<file path="config.mk">
export PLATFORM = sky130hd
export DESIGN_NAME = ap_hs_txn_tracker
export DESIGN_NICKNAME = d
export VERILOG_FILES = /design/src/rtl/ap_hs_pkg.sv /design/src/rtl/ap_hs_rec_fifo.sv /design/src/rtl/ap_hs_txn_tracker.sv
export SDC_FILE = /design/constraint.sdc
export NUM_CORES = 1
export LEC_CHECK = 0
export BUFFER_PORTS_ARGS = -buffer_cell sky130_fd_sc_hd__buf_4
export CAP_MARGIN = 30
export CORE_ASPECT_RATIO = 2
export CORE_UTILIZATION = 45
export CTS_CLUSTER_DIAMETER = 30
export DETAILED_ROUTE_END_ITERATION = 10
export PLACE_DENSITY = 0.69
export SETUP_SLACK_MARGIN = 0.15
export SLEW_MARGIN = 25
export SYNTH_ARGS = -nofsm -noshare
export SYNTH_HDL_FRONTEND = slang
export SYNTH_SLANG_ARGS = --single-unit
export TNS_END_PERCENT = 30
</file>
<file path="constraint.sdc">
create_clock -name ap_clk -period 17.05 [get_ports ap_clk]
set_input_delay 0 -clock ap_clk [delete_from_list [all_inputs] [get_ports ap_clk]]
set_output_delay 0 -clock ap_clk [all_outputs]
set_load 0.03 [all_outputs]
</file>
<file path="src/rtl/ap_hs_pkg.sv">
// rtl/ap_hs_pkg.sv - shared widths, record layout and queue-op encoding for the ap_ctrl_hs tracker
package ap_hs_pkg;

  localparam int AP_HS_TS_W    = 32;
  localparam int AP_HS_ID_W    = 16;
  localparam int AP_HS_STALL_W = 16;

  // One completed transaction as it leaves on the record stream (MSB first).
  typedef struct packed {
    logic [AP_HS_STALL_W-1:0] stall;
    logic [AP_HS_ID_W-1:0]    id;
    logic [AP_HS_TS_W-1:0]    latency;
    logic [AP_HS_TS_W-1:0]    start_ts;
  } ap_hs_rec_t;

  localparam int REC_W = $bits(ap_hs_rec_t);

  // What the start-time queue does in a given cycle.
  typedef enum logic [1:0] {
    Q_HOLD = 2'd0,
    Q_PUSH = 2'd1,
    Q_POP  = 2'd2,
    Q_SWAP = 2'd3
  } ap_hs_qop_t;

  // Record width for a non-default timestamp width (same field order as ap_hs_rec_t).
  function automatic int ap_hs_rec_w(input int ts_w);
    return 2 * ts_w + AP_HS_ID_W + AP_HS_STALL_W;
  endfunction

endpackage

</file>
<file path="src/rtl/ap_hs_rec_fifo.sv">
// rtl/ap_hs_rec_fifo.sv - synchronous record FIFO with full/empty, write accepted when full if a pop happens the same cycle
module ap_hs_rec_fifo
  import ap_hs_pkg::*;
#(
  parameter int WIDTH = REC_W,
  parameter int DEPTH = 8
) (
  input  logic             clk,
  input  logic             rst_n,
  input  logic             wr_tvalid,
  input  logic [WIDTH-1:0] wr_tdata,
  output logic             rd_tvalid,
  input  logic             rd_tready,
  output logic [WIDTH-1:0] rd_tdata,
  output logic             full,
  output logic             empty
);

  localparam int AW = $clog2(DEPTH);

  logic [WIDTH-1:0] mem [DEPTH];
  logic [AW:0]      wr_ptr;
  logic [AW:0]      rd_ptr;
  logic             do_wr;
  logic             do_rd;

  // Extra pointer bit distinguishes full from empty when the index bits match.
  assign empty     = (wr_ptr == rd_ptr);
  assign full      = (wr_ptr[AW] != rd_ptr[AW]) && (wr_ptr[AW-1:0] == rd_ptr[AW-1:0]);
  assign do_rd     = rd_tready & ~empty;
  assign do_wr     = wr_tvalid & (~full | do_rd);
  assign rd_tvalid = ~empty;
  assign rd_tdata  = mem[rd_ptr[AW-1:0]];

  // Advance read/write pointers on accepted pops and writes.
  always_ff @(posedge clk or negedge rst_n) begin
    if (!rst_n) begin
      wr_ptr <= '0;
      rd_ptr <= '0;
    end else begin
      if (do_wr) wr_ptr <= wr_ptr + (AW+1)'(1);
      if (do_rd) rd_ptr <= rd_ptr + (AW+1)'(1);
    end
  end

  // Record storage; contents are only meaningful behind a valid pointer so no reset is needed.
  always_ff @(posedge clk) begin
    if (do_wr) mem[wr_ptr[AW-1:0]] <= wr_tdata;
  end

endmodule

</file>
<file path="src/rtl/ap_hs_txn_tracker.sv">
// rtl/ap_hs_txn_tracker.sv - pairs ap_ctrl_hs starts with completions and streams one timestamped record per transaction
// Optional build macro: AP_HS_STALL_CNT_EN adds a per-transaction count of ap_start-without-ap_ready cycles.
module ap_hs_txn_tracker
  import ap_hs_pkg::*;
#(
  parameter int  TS_W    = AP_HS_TS_W,
  parameter int  MAX_OUT = 4,
  parameter int  DEPTH   = 8,
  localparam int RW      = ap_hs_rec_w(TS_W)
) (
  input  logic          ap_clk,
  input  logic          ap_rst_n,
  input  logic          ap_start,
  input  logic          ap_ready,
  input  logic          ap_done,
  input  logic          ap_continue,
  input  logic          finish,
  output logic          rec_valid,
  input  logic          rec_ready,
  output logic [RW-1:0] rec_data,
  output logic [15:0]   txn_count,
  output logic [15:0]   drop_cnt,
  output logic          err_overrun,
  output logic          err_underrun,
  output logic          idle
);

  localparam int QPW = (MAX_OUT > 1) ? $clog2(MAX_OUT) : 1;
  localparam int QCW = $clog2(MAX_OUT + 1);

  logic [TS_W-1:0] cyc_cnt;

  // Start queue: circular buffer of start timestamps and ids.
  logic [TS_W-1:0] q_ts [MAX_OUT];
  logic [15:0]     q_id [MAX_OUT];
  logic [QPW-1:0]  q_rd;
  logic [QPW-1:0]  q_wr;
  logic [QCW-1:0]  q_cnt;
  logic            q_empty;
  logic            q_full;

  logic            acc;
  logic            done;
  logic            push;
  logic            pop;
  logic            overrun_set;
  logic            underrun_set;
  logic            rec_wr;
  logic            drop;
  ap_hs_qop_t      qop;

  logic [TS_W-1:0] head_ts;
  logic [15:0]     head_id;
  logic [15:0]     head_stall;
  logic [RW-1:0]   rec_in;
  logic            fifo_full;
  logic            fifo_empty;

  assign acc     = ap_start & ap_ready & ~finish;
  assign done    = ap_done & ap_continue & ~finish;
  assign q_empty = (q_cnt == '0);
  assign q_full  = (q_cnt == QCW'(MAX_OUT));

  // A DONE meeting an ACC on an empty queue bypasses storage; a DONE frees a slot so ACC may push even when full.
  assign pop          = done & ~q_empty;
  assign push         = acc & (q_empty ? ~done : (~q_full | done));
  assign overrun_set  = acc & q_full & ~done;
  assign underrun_set = done & q_empty & ~acc;
  assign rec_wr       = done & (acc | ~q_empty);
  assign drop         = rec_wr & fifo_full & ~(rec_valid & rec_ready);

  // Classify the queue operation for this cycle.
  always_comb begin
    qop = Q_HOLD;
    if (push && pop)  qop = Q_SWAP;
    else if (push)    qop = Q_PUSH;
    else if (pop)     qop = Q_POP;
  end

  // Free-running cycle counter used as the timestamp base.
  always_ff @(posedge ap_clk or negedge ap_rst_n) begin
    if (!ap_rst_n) cyc_cnt <= '0;
    else           cyc_cnt <= cyc_cnt + TS_W'(1);
  end

  // Queue pointers and occupancy.
  always_ff @(posedge ap_clk or negedge ap_rst_n) begin
    if (!ap_rst_n) begin
      q_rd  <= '0;
      q_wr  <= '0;
      q_cnt <= '0;
    end else begin
      case (qop)
        Q_PUSH: begin
          q_wr  <= (q_wr == QPW'(MAX_OUT - 1)) ? '0 : q_wr + QPW'(1);
          q_cnt <= q_cnt + QCW'(1);
        end
        Q_POP: begin
          q_rd  <= (q_rd == QPW'(MAX_OUT - 1)) ? '0 : q_rd + QPW'(1);
          q_cnt <= q_cnt - QCW'(1);
        end
        Q_SWAP: begin
          q_wr  <= (q_wr == QPW'(MAX_OUT - 1)) ? '0 : q_wr + QPW'(1);
          q_rd  <= (q_rd == QPW'(MAX_OUT - 1)) ? '0 : q_rd + QPW'(1);
        end
        default: ;
      endcase
    end
  end

  // Capture start timestamp and id of each queued transaction.
  always_ff @(posedge ap_clk or negedge ap_rst_n) begin
    if (!ap_rst_n) begin
      for (int i = 0; i < MAX_OUT; i++) begin
        q_ts[i] <= '0;
        q_id[i] <= '0;
      end
    end else if (push) begin
      q_ts[q_wr] <= cyc_cnt;
      q_id[q_wr] <= txn_count;
    end
  end

`ifdef AP_HS_STALL_CNT_EN
  logic [15:0] stall_run;
  logic [15:0] q_stall [MAX_OUT];

  // Count cycles the DUT is offered a start but not ready; restarts at every accepted handshake.
  always_ff @(posedge ap_clk or negedge ap_rst_n) begin
    if (!ap_rst_n)                                                   stall_run <= '0;
    else if (acc)                                                    stall_run <= '0;
    else if (ap_start && !ap_ready && !finish && stall_run != 16'hFFFF) stall_run <= stall_run + 16'd1;
  end

  // Store the stall count alongside the start timestamp.
  always_ff @(posedge ap_clk or negedge ap_rst_n) begin
    if (!ap_rst_n) begin
      for (int i = 0; i < MAX_OUT; i++) q_stall[i] <= '0;
    end else if (push) begin
      q_stall[q_wr] <= stall_run;
    end
  end

  assign head_stall = q_empty ? stall_run : q_stall[q_rd];
`else
  assign head_stall = '0;
`endif

  // Build the record from the queue head, or from the current cycle for a bypassed transaction.
  always_comb begin
    head_ts = q_empty ? cyc_cnt : q_ts[q_rd];
    head_id = q_empty ? txn_count : q_id[q_rd];
    rec_in  = {head_stall, head_id, cyc_cnt - head_ts, head_ts};
  end

  // Transaction count, drop count and sticky error flags.
  always_ff @(posedge ap_clk or negedge ap_rst_n) begin
    if (!ap_rst_n) begin
      txn_count    <= '0;
      drop_cnt     <= '0;
      err_overrun  <= 1'b0;
      err_underrun <= 1'b0;
    end else begin
      if (acc && !overrun_set)          txn_count    <= txn_count + 16'd1;
      if (drop && drop_cnt != 16'hFFFF) drop_cnt     <= drop_cnt + 16'd1;
      if (overrun_set)                  err_overrun  <= 1'b1;
      if (underrun_set)                 err_underrun <= 1'b1;
    end
  end

  ap_hs_rec_fifo #(
    .WIDTH (RW),
    .DEPTH (DEPTH)
  ) u_rec_fifo (
    .clk       (ap_clk),
    .rst_n     (ap_rst_n),
    .wr_tvalid (rec_wr),
    .wr_tdata  (rec_in),
    .rd_tvalid (rec_valid),
    .rd_tready (rec_ready),
    .rd_tdata  (rec_data),
    .full      (fifo_full),
    .empty     (fifo_empty)
  );

  assign idle = q_empty & fifo_empty;

endmodule

</file>
# ---- Word level (Yosys, flattened, before mapping)
# Memories as Yosys holds them, arrays and structs flattened.
# Cells that the tools add are included.
dict set report word_totals {
  mem_count 1
  input_bits 8
  ff_bits 273
  wordCells 104
  mem_bits_rw 640
  out_inout_bits 132
}
dict set report op_classes {
  n_addsub 10
  muxes 23
  n_eq_ne 10
  n_reduce_logical 10
  n_bitwise 29
  order_cmp 3
}
# memory depth width rd rd_clocked_by_memory_dff write_ports line_no
set memory_table {}
lappend memory_table {u_rec_fifo.mem 8 80 1 0 1 ap_hs_rec_fifo.sv:21} ;# logic [WIDTH-1:0] mem [DEPTH];
# cell count
set ops {}
lappend ops {{$bwmux W128} 1}
lappend ops {{$mux W32} 4}
lappend ops {{$bmux W32 S2} 1}
lappend ops {{$bwmux W64} 1}
lappend ops {{$demux W32 S2} 1}
lappend ops {{$mux W16} 4}
lappend ops {{$add A16 B1 Y16 const B} 2}
lappend ops {{$add A32 B1 Y32 const B} 1}
lappend ops {{$bmux W16 S2} 1}
lappend ops {{$demux W16 S2} 1}
lappend ops {{$sub A32 B32 Y32} 1}
lappend ops {{$and A1 B1 Y1} 16}
lappend ops {{$ne A16 B16 Y1 const B} 1}
lappend ops {{$mux W2} 5}
lappend ops {{$add A4 B1 Y4 const B} 2}
lappend ops {{$eq A2 B2 Y1 const B} 4}
lappend ops {{$not A1 Y1} 8}
lappend ops {{$ge A3 B3 Y1 const B} 2}
lappend ops {{$not A2 Y3} 2}
lappend ops {{$pmux W3 S2} 1}
lappend ops {{$logic_and A1 B1 Y1} 5}
lappend ops {{$add A2 B1 Y2 const B} 2}
lappend ops {{$eq A4 B4 Y1} 1}
lappend ops {{$reduce_or A2 Y1} 2}
lappend ops {{12 further kinds} 16}

# ---- Depth between registers and ports, before layout
# Gate-level depths: netlist (run 1).
dict set report depth {
  depth_word 9
  ltp_mapped 15
}

# ---- Cells and area by module
# From an unflattened synthesis (run 1), not the netlist that was laid out.
dict set report hier_totals {
  cells_unflattened 2315
  hier_area_um2 43456.7
}
# mod instances cells_each area_per_inst_um2
set by_module_without_submodules {}
lappend by_module_without_submodules {ap_hs_rec_fifo 1 1166 29350.6}
lappend by_module_without_submodules {ap_hs_txn_tracker 1 1149 14106.0}

# ---- Worst setup path before layout (run 1)
# No wires, ideal clock.
dict set report synth_timing {
  path_type {flip-flop to flip-flop}
  from {reg u_rec_fifo.wr_ptr[0]}
  to {mem u_rec_fifo.mem[0][0] (netlist bit), enable pin}
  arrival_ns 7.351
  path_slack_ns 9.066
  synth_period_minus_slack_ns 7.984
  t_required_ns 16.417
  path_stages_with_launch 7
  setup_time_ns 0.633
  path_cell_list {dfrtp_1 clkbuf_1 xor2_1 nor3_1 a21boi_0 nor2b_1 nor3b_1}
}
dict set report synth_between {
  elab_chain_len 7
}
# element line_no
set synth_rtl {}
lappend synth_rtl {{from (decl)} ap_hs_rec_fifo.sv:22} ;# logic [AW:0] wr_ptr;
lappend synth_rtl {{from (signal assigned)} ap_hs_rec_fifo.sv:41} ;# if (do_wr) wr_ptr <= wr_ptr + (AW+1)'(1);
lappend synth_rtl {{$eq A4 B4 Y1 or $eq A3 B3 Y1 (tied branches)} {ap_hs_rec_fifo.sv:28, ap_hs_rec_fifo.sv:29}}
lappend synth_rtl {{$not A1 Y1 or $logic_and A1 B1 Y1 (tied branches)} {ap_hs_rec_fifo.sv:30, ap_hs_rec_fifo.sv:29}}
lappend synth_rtl {{$and A1 B1 Y1 or $not A1 Y1 (tied branches)} {ap_hs_rec_fifo.sv:30, ap_hs_rec_fifo.sv:31}}
lappend synth_rtl {{$or A1 B1 Y1} ap_hs_rec_fifo.sv:31} ;# assign do_wr = wr_tvalid & (~full | do_rd);
lappend synth_rtl {{$and A1 B1 Y1} ap_hs_rec_fifo.sv:31}
lappend synth_rtl {{$mux W1} ap_hs_rec_fifo.sv:48} ;# if (do_wr) mem[wr_ptr[AW-1:0]] <= wr_tdata;
lappend synth_rtl {{$mux W1 (implied by the code)} ap_hs_rec_fifo.sv:48}
lappend synth_rtl {{to (decl)} ap_hs_rec_fifo.sv:21}
# Several ways; a longest one is shown, not always the timed one.

# ---- Final worst setup path (run 1)
dict set report layout_timing {
  from {reg q_rd[0]}
  to {mem u_rec_fifo.mem[1][62] (netlist bit), data pin}
}
dict set report layout_between {
  elab_chain_len 6
}
# element line_no
set layout_rtl {}
lappend layout_rtl {{from (decl)} ap_hs_txn_tracker.sv:36} ;# logic [QPW-1:0] q_rd;
lappend layout_rtl {{from (signal assigned)} ap_hs_txn_tracker.sv:99} ;# q_rd <= (q_rd == QPW'(MAX_OUT - 1)) ? '0 : q_rd + QPW'(1);
lappend layout_rtl {{from (signal assigned)} ap_hs_txn_tracker.sv:104} ;# q_rd <= (q_rd == QPW'(MAX_OUT - 1)) ? '0 : q_rd + QPW'(1);
lappend layout_rtl {{$not A2 Y3 (implied by the code)} ap_hs_txn_tracker.sv:151} ;# head_ts = q_empty ? cyc_cnt : q_ts[q_rd];
lappend layout_rtl {{$bmux W32 S2} ap_hs_txn_tracker.sv:151}
lappend layout_rtl {{$mux W32 (implied by the code) (2 in a row)} ap_hs_txn_tracker.sv:151}
lappend layout_rtl {{$mux W32} ap_hs_txn_tracker.sv:151}
lappend layout_rtl {{$sub A32 B32 Y32} ap_hs_txn_tracker.sv:153} ;# rec_in = {head_stall, head_id, cyc_cnt - head_ts, head_ts};
lappend layout_rtl {{net rec_in[62]} ap_hs_txn_tracker.sv:55} ;# logic [RW-1:0] rec_in;
# The timed path passes the listed nets, and every way through them passes these cells. The select of a mux whose other input is x is not followed.

==> results of run 1 <==
[critical path, cell delays in order, from the launching register on]
cell	delay, ns
dfrtp_4	0.73
buf_4	0.64
mux4_2	0.60
mux2i_1	0.28
ha_1	0.35
a21o_1	0.23
a221oi_2	0.48
o32ai_2	0.25
a31oi_1	0.49
o21ba_2	0.32
o41ai_2	0.11
xor2_1	0.45
[power breakdown]
group / leakage, uW / internal (uW) / switching (uW)
registers: 0.00966 / 2880 / 170
logic: 0.00579 / 986 / 1470
clock network: 0.00174 / 1320 / 923
total: 0.0172 / 5190 / 2570
[repair_timing]
| action | CTS | global route |
|---|---|---|
| setup buffers | 0 | 0 |
| hold endpoints to repair | 139 | 0 |
| endpoints found under the setup margin | 0 | 0 |
| hold buffers | 8 | 0 |
[cell usage in the layout (no fill, tap or decap), types with 42 or more instances in the layout]
cell type,count
mux4_2,208
dfrtp_1,268
edfxtp_1,640
clkbuf_16,110
nand2_1,110
inv_1,48
mux2_2,270
xnor2_1,69
ha_1,42
buf_4,149
[logic make-up after synthesis]
group	count (synthesis)	synth area share, %
flops	913	68.0
simple gates	257	3.24
fa+ha+maj	44	1.48
other cells	1	0.00979
mux	509	21.0
compound gates	109	1.77
xor+xnor	103	2.36
buf+inv	189	2.13
[layer usage]
metal / vias to the layer above / wire, um
met5: - / 0
met4: 0 / 2610
met3: 123 / 3070
met2: 462 / 46800
met1: 10300 / 31700
li1: 8507 / -
[cell type report]
| type | instances | share of cell area (%) |
|---|---|---|
| Clock buffer | 123 | 6.46 |
| Multi-Input combinational cell | 1038 | 26.2 |
| Tap cell | 1071 | 3.04 |
| Sequential cell | 913 | 59.2 |
| Clock inverter | 71 | 1.67 |
| Timing Repair Buffer | 165 | 3.00 |
| Inverter | 48 | 0.409 |
[worst max path at each step]
| stage | startpoint | endpoint | slack [ns] | cells after the start |
|---|---|---|---|---|
| finish | q_rd[0] | u_rec_fifo.mem[1][62] | 11.81 | 11 |
| CTS | q_rd[0] | u_rec_fifo.mem[6][58] | 11.80 | 11 |
| global route | q_rd[0] | u_rec_fifo.mem[6][58] | 11.56 | 11 |
| detailed placement | q_rd[0] | u_rec_fifo.mem[7][58] | 11.84 | 11 |
| floorplan | u_rec_fifo.wr_ptr[0] | u_rec_fifo.mem[0][0] | 9.07 | 6 |
| global placement | q_rd[0] | u_rec_fifo.mem[0][62] | 11.95 | 11 |
[state kept, by name, indices dropped and copies added, names as in the netlist]
signal / cells
cyc_cnt: 32
drop_cnt: 16
err_overrun: 1
err_underrun: 1
q_cnt: 3
q_id: 64
q_rd: 2
q_ts: 128
q_wr: 2
txn_count: 16
u_rec_fifo.mem: 640
u_rec_fifo.rd_ptr: 4
u_rec_fifo.wr_ptr: 4
[stage by stage]
| stage | power [uW] | hold slack, ns | utilization (%) |
|---|---|---|---|
| final | 7760 | -0.0128 | 52.1 |
| after global placement | 5490 | 0.118 | 47.7 |
| after floorplan | 4710 | -0.296 | - |
| after CTS | 7840 | 0.0112 | 52.1 |
| after detailed placement | 5580 | 0.146 | 47.8 |
| after global routing | 8060 | 0.0587 | 52.1 |
==> metrics, run 1 <==
Post-Synthesis Cells=2125; CTS buffer count=103; Layout Skew=about 0.034 ns; grt ovf=0; Post-synth ARST share=29.9%; post-synthesis sequential area ratio=68.0%; status=complete, but fails checks; final worst setup slack=11.81 ns; Crit. End Element=register; top post-synthesis cells by count=edfxtp_1 (640), dfrtp_1 (273), mux2_2 (270); Die X-Extent=208 um; ant diodes=0; DPL Wire Length=51300 um; DP Worst Slack=11.84 ns; met1 usage=22.4%; nets@finish=between 2000 and 2500; core region area=84500 um2; share of the synthesized area in the top cell type=50.2%; Root Driver=clkbuf_16; largest net degree at the start of global routing=between 150 and 200; gr usage total=19.9%; Top Ports=140; min Tclk post-route=roughly 5.2 ns; Ys Warns=0; worst vdd ir=104 uV; footprint of the multi-input gates=11600 um2; critical path arrival=roughly 5.7 ns; clk buf depth=3; top post-synthesis cells by area=edfxtp_1 (50%), dfrtp_1 (18%), mux4_2 (12%), mux2_2 (7.9%), xnor2_1 (1.6%); Final Hold Fails=11; die height=a little over 400 um; TritonCTS clock tree=done; routing usage on met3=under 10%; busiest grt layer=met2; drc violations=0; H-tree depth=3; Post-Route Setup TNS=0 ns; Max Slew Vio Count=0; leak pwr=0.0172 uW; WL final=84200 um; fillers=6626; failing checks=hold timing; Die Area=approximately 86000 um2; vias in the first global route=between 20000 and 25000; remaining antenna violation count=0; reg2reg end=u_rec_fifo.mem[1][62]; met2 Usage GRT=a little under two fifths; PD cells=between 150 and 200 nW/um2; Cell Area, Synth=38300 um2; Rows=~150; first-pass GRT wire length=128000 um; Setup violations, final=0; Setup CP Type=register to register; CP Launch Type=register; count leader, synth=edfxtp_1; layout cells sized above 1=35.6%; Clock Latency Late Sink=about 0.69 ns; Area Overhead vs Synth=15.0%; final design area excluding fillers=44000 um2; drt via density=5.67; hold slack final=-0.0128 ns; post-synth cell types=55; post-DR wirelength/cell=~25 um; clock slew at reported path FFs=0.06 ns; IO buf count=123; # resized after CTS=0; Post-synth EDFFs=640; CP Data Required Time=17.46 ns; crit-path max FO=30; length of the first detailed-routing pass in iterations=6; maxcap violations=0; average size of a mapped cell=18.0 um2; leading area contributor after synthesis=edfxtp_1; gp weighted congestion=0.898; flop-to-flop setup slack=11.81 ns; Final Non-Filler Cells=3429; FF-to-FF path depth=11; DP Area=slightly above 40000 um2; start of the worst register-to-register path=q_rd[0]; dpl cells=3226; Initial Utilization=roughly 45%; Hold Crit Class=primary input to async pin; #FFs+latches synth=913; vias=19400; drt first-iter violations=1009; RSZ-0062 raised after global routing=false; TritonCTS Sinks=913; antenna violations before repair=0; area taken by flip-flops and latches=about 26000 um2; prevailing post-synth register cell=edfxtp_1; Relative slew margins=33.5%; Tcrit/Tclk final=30.7%; Worst Tran Pin Value=between 0.9 and 1 ns; Fmax=0.191 GHz
Power figures use the tool's default switching activity.
==> inputs of run 2 (changes only) <==
clock period = 4.9 ns   (was 17.05 ns; I/O delays follow)
==> run 2 against run 1 <==
Net effect:
- the run now ends clean
- sequential cell count unchanged
- sequential power rose to 3.4 times the previous value
- die area unchanged
- highest routed layer unchanged
- first-iteration DRC count up 11%
- largest power group unchanged
- routed wire length down 0.64%
- sequential share of layout area down 0.32 points
- cell count up 0.23%
==> metrics, run 2 (synthesis results as in run 1) <==
status=completed; Root Driver=clkbuf_16; drt first-iter violations=1120; gr usage total=20.0%; layout cells sized above 1=36.0%; Initial Utilization=45.3%; Largest register FFs=640; first-pass GRT wire length=approximately 130000 um; TritonCTS clock tree=done; Fmax=0.219 GHz; PD cells=609 nW/um2; Area Overhead vs Synth=15.6%; most frequent cells in the layout=edfxtp_1 (640), mux2_2 (270), dfrtp_1 (268); die height=about 410 um; WL final=83700 um; min Tclk post-route=4.58 ns; Clock Latency Late Sink=0.69 ns; H-tree depth=3; Relative slew margins=between 20% and 30%; slowest CP cell=a311oi_1; drc violations=0; dpl cells=3232; drt via density=5.66; Final Hold Fails=0; crit-path max FO=24; Layout Skew=around 0.042 ns; most common cell after layout, fill and taps aside=edfxtp_1; Worst path depth=12; Tcrit/Tclk final=93.4%; DPL Wire Length=50900 um; critical path arrival=~5 ns; CP Launch Type=register; leak pwr=~0.017 uW; nets@finish=2330; CTS buffer count=103; CP peak stage delay=0.58 ns; length of the first detailed-routing pass in iterations=5; grt ovf=0; IO buf count=around 120; RSZ-0062 raised after global routing=true; worst vdd ir=516 uV; family with the most delay on the worst path=compound AO/OA/AOI/OAI gates; Top Ports=140; post-DR wirelength/cell=24.3 um; ant diodes=0; gp weighted congestion=about 0.92; Die Area=86300 um2; Rows=151; Final Non-Filler Cells=3437; FF-to-FF path depth=12; clock slew at reported path FFs=~0.06 ns; Hold Crit Class=primary input to register; clk buf depth=3; Setup CP Type=register to register; CP cell instances=or3_2 -> buf_4 -> buf_4 -> mux2i_1 -> ha_1 -> a21oi_1 -> o211ai_1 -> a311oi_1 -> o21ai_0 -> a21oi_1 -> a211oi_1 -> xnor2_1; TritonCTS Sinks=just over 900; hold slack final=roughly 0.016 ns; vias in the first global route=around 21000; antenna violations before repair=0; Crit. End Element=register; remaining antenna violation count=0; largest net degree at the start of global routing=roughly 160; Worst Tran Pin Value=1.07 ns; CP Data Required Time=around 5.3 ns; CP bufs+invs=2; core region area=84500 um2; Max Slew Vio Count=0; maxcap violations=0; Setup violations, final=0; Hold Path Depth=6; Die X-Extent=around 210 um; vias=just under 20000
run 2: metal layers:
metal / part of all wire (%) / up-vias / track usage (%)
met3: 3.3 / 143 / 2.78
li1: - / 8534 / -
met5: 0 / - / 0
met1: 37 / 10400 / 22.6
met2: 56 / 421 / 37.5
met4: 3.2 / 0 / 7.95
run 2: per-stage QoR:
step	util, %	setup slack, ns	power [uW]	area (um2)	TNS, ns
6_report	52.4	0.324	27000	44300	0
5_1_grt	52.4	0.137	28100	44300	0
4_1_cts	52.4	0.396	27300	44200	0
3_5_place_dp	48.0	0.410	19500	40600	0
3_3_place_gp	48.0	0.529	19200	40500	0
2_1_floorplan	-	-0.313	16400	38400	-86.04
run 2: worst paths after layout:
path | from | to | slack (ns)
min in group asynchronous | ap_rst_n | txn_count[3] | 0.51
worst max-delay path | q_cnt[0] | u_rec_fifo.mem[3][63] | 0.32
max in group asynchronous | ap_rst_n | u_rec_fifo.rd_ptr[0] | 3.44
worst min register to register | err_underrun | err_underrun | 0.46
worst max register to register | q_cnt[0] | u_rec_fifo.mem[3][63] | 0.32
worst min-delay path | ap_start | drop_cnt[12] | 0.02
run 2: repair_timing:
item / 4_1_cts / 5_1_grt
setup endpoints to repair: 0 / 17
setup buffers: 0 / 0
hold buffers: 10 / 0
resized for setup: 0 / 1
endpoints found under the hold margin: 299 / 0
run 2: area by class of cell:
cell class                      instances  area [um2]
Fill cell                            6589       40200
Sequential cell                       913       26100
Multi-Input combinational cell       1038       11600
Clock buffer                          114        2690
Timing Repair Buffer                  174        1540
Tap cell                             1071        1340
Clock inverter                         79         875
Inverter                               48         180
run 2: worst min-delay path, stage by stage:
cell	delay, ns
buf_4	0.10
nand2_1	0.11
a21oi_1	0.11
nand3_1	0.12
nand2b_1	0.13
mux2i_1	0.08
run 2: where the power goes:
part / switching [uW] / total, uW / internal [uW] / leakage, uW
Combinational: 5300 / 8780 / 3480 / 0.00589
Sequential: 386 / 10400 / 10000 / 0.00966
Clock: 3340 / 7770 / 4430 / 0.00171
==> inputs of run 3 (changes only) <==
MAX_ROUTING_LAYER = met4   (was unset)
SYNTH_HIERARCHICAL = 1   (was unset)
==> run 3 against run 2 <==
Net effect:
- utilization rose by 0.66 points
- die area increased by 13%
- count of clock-buffer cells in the layout rose by 17
- critical path depth grew 1
- hold slack better by 0.23 ns
- clock skew shrank 0.011 ns
- combinational power is 5.5% higher
- synthesized area grew 13%
- worst setup slack improved by 0.12 ns
- final area up 14%
- sequential power up 13%
==> metrics, run 3 <==
antenna violations before repair=1; Area Overhead vs Synth=16.4%; worst vdd ir=439 uV; Post-Synthesis Cells=around 2300; Clock Latency Late Sink=approximately 0.70 ns; FF-to-FF path depth=13; average size of a mapped cell=18.8 um2; Die X-Extent=~220 um; Largest register FFs=between 700 and 800; layout cells sized above 1=35.0%; top post-synthesis cells by count=edfxtp_1 (768), dfrtp_1 (273), mux2_2 (258); #FFs+latches synth=1041; critical path arrival=4.88 ns; Power Total=29800 uW; reg2reg end=u_rec_fifo/mem[0][62]; post-synthesis sequential area ratio=between 60% and 70%; TritonCTS Sinks=1041; count leader, synth=edfxtp_1; Post-Route Setup TNS=0 ns; crit-path max FO=15; nets@finish=roughly 2700; Relative slew margins=36.1%; vias=21900; min Tclk post-route=approximately 4.5 ns; Top Ports=140; DPL Wire Length=approximately 57000 um; share of the synthesized area in the top cell type=approximately 53%; Cell Area, Synth=about 43000 um2; Rows=160; drt via density=5.55; most frequent cells in the layout=edfxtp_1 (768), dfrtp_1 (268), mux2_2 (258); CP Launch Type=register; maxcap violations=0; length of the first detailed-routing pass in iterations=5; start point of the critical path=q_cnt[1]; Worst Tran Pin Value=0.950 ns; RSZ-0062 raised after global routing=false; PD cells=589 nW/um2; Setup CP Type=register to register; fillers=7433; DP Worst Slack=around 0.21 ns; prevailing post-synth register cell=edfxtp_1; grt ovf=0; Initial Utilization=45.6%; TritonCTS clock tree=done; first-pass GRT wire length=145000 um; die height=441 um; core region area=95300 um2; post-synth cell types=64; status=completed; gr usage total=20.2%; Root Driver=clkbuf_16; drc violations=0; flop-to-flop setup slack=0.44 ns; H-tree depth=3; WL final=93600 um; Crit. End Element=register; most common cell after layout, fill and taps aside=edfxtp_1; drt first-iter violations=1466; post-CTS setup buffers=0; Max Slew Vio Count=0; Post-synth ARST share=26.2%; CP endpoint=u_rec_fifo/mem[0][62]; start of the worst register-to-register path=q_cnt[1]; IO buf count=139; CP Data Required Time=about 5.3 ns; Tcrit/Tclk final=91.0%; Die Area=97900 um2; Fmax=about 0.22 GHz; top post-synthesis cells by area=edfxtp_1 (53%), dfrtp_1 (16%), mux4_2 (12%), mux2_2 (6.7%), xnor2_1 (1.5%); Hold Crit Class=primary input to register; remaining antenna violation count=0; Post-synth EDFFs=between 700 and 800; Setup violations, final=0; Hold Path Depth=4; final worst setup slack=0.442 ns; Layout Skew=0.0307 ns; post-DR wirelength/cell=23.8 um; clk buf depth=3; leading area contributor after synthesis=edfxtp_1; gp weighted congestion=0.918; largest net degree at the start of global routing=160; clock slew at reported path FFs=~0.06 ns; CTS buffer count=112; leak pwr=0.0200 uW; Final Hold Fails=0; vias in the first global route=24000; hold slack final=between 0.2 and 0.25 ns; Ys Warns=6
==> run 3: cell count changes in the layout (fill, tap and decap cells not counted), sizes merged, moves of 9 or more <==
cell | previous run | this run
edfxtp | 640 | 768
clkbuf | 115 | 133
conb | 16 | 128
o21ai | 34 | 25
nand4 | 18 | 27
buf | 164 | 197
mux4 | 208 | 240
mux2 | 270 | 290
bufinv | 6 | 16
==> run 3: stage by stage <==
step | instance area [um2] | instances | util (%)
final | 50600 | 3939 | 53.1
after detailed placement | 46500 | 3711 | 48.8
after global routing | 50600 | 3939 | 53.1
after floorplan | 44000 | 2442 | -
after CTS | 50500 | 3934 | 53.0
after global placement | 46400 | 3709 | 48.7
==> run 3: critical path, stage by stage, from the launching register on <==
cell       delay (ns)
dfrtp_1          0.42
or3_2            0.73
o21ai_1          0.30
ha_1             0.24
inv_1            0.07
fa_1             0.40
a21o_1           0.19
nand4_1          0.15
a2111oi_0        0.13
clkbuf_1         0.16
o21ai_0          0.44
a21oi_1          0.23
a221oi_1         0.40
xnor2_1          0.32
==> run 3: worst min-delay path by stage <==
stage                     startpoint              endpoint  slack, ns
after global placement      ap_rst_n              q_id[27]      -0.03
after floorplan             ap_rst_n            cyc_cnt[0]      -0.30
after global routing       rec_ready  u_rec_fifo/rd_ptr[0]       0.24
after CTS                  rec_ready  u_rec_fifo/rd_ptr[0]       0.17
final                         finish          txn_count[0]       0.25
after detailed placement    ap_rst_n              q_id[27]      -0.03
==> run 3: kinds of logic after synthesis <==
family	Yosys count	share of synthesized area, %
DFF	1041	68.8
muxes	561	20.9
and+or+nand+nor	267	3.00
buffers and inverters	187	2.19
AOI/OAI and AO/OA	113	1.73
xor gates and xnor gates	101	2.04
adders and majority gates	44	1.30
other	1	0.00863
==> run 3: cell type report <==
| type | instances | area (um2) | area share, % |
|---|---|---|---|
| Clock buffer | 131 | 2960 | 5.85 |
| Multi-Input combinational cell | 1214 | 13200 | 26.1 |
| Antenna cell | 1 | 2.50 | 0.00495 |
| Clock inverter | 81 | 981 | 1.94 |
| Tap cell | 1215 | 1520 | 3.01 |
| Inverter | 47 | 176 | 0.349 |
| Sequential cell | 1041 | 29900 | 59.1 |
| Timing Repair Buffer | 209 | 1830 | 3.62 |
==> run 3: power breakdown <==
group          internal, uW  switching (uW)
clock                  5240            3560
sequential            11200             512
combinational          3770            5490
==> run 3: routing by layer <==
| metal | global-route usage (%) | wire (um) | vias to the layer above |
|---|---|---|---|
| met1 | 23.2 | 36200 | 11600 |
| met2 | 36.0 | 50800 | 517 |
| li1 | - | - | 9573 |
| met5 | - | 0 | - |
| met3 | 2.62 | 3590 | 181 |
| met4 | 8.02 | 3080 | 0 |
==> run 3: repair_timing <==
item	in CTS	in global routing
hold buffers	11	0
endpoints found under the setup margin	0	9
resized for setup	0	1
endpoints found under the hold margin	308	0
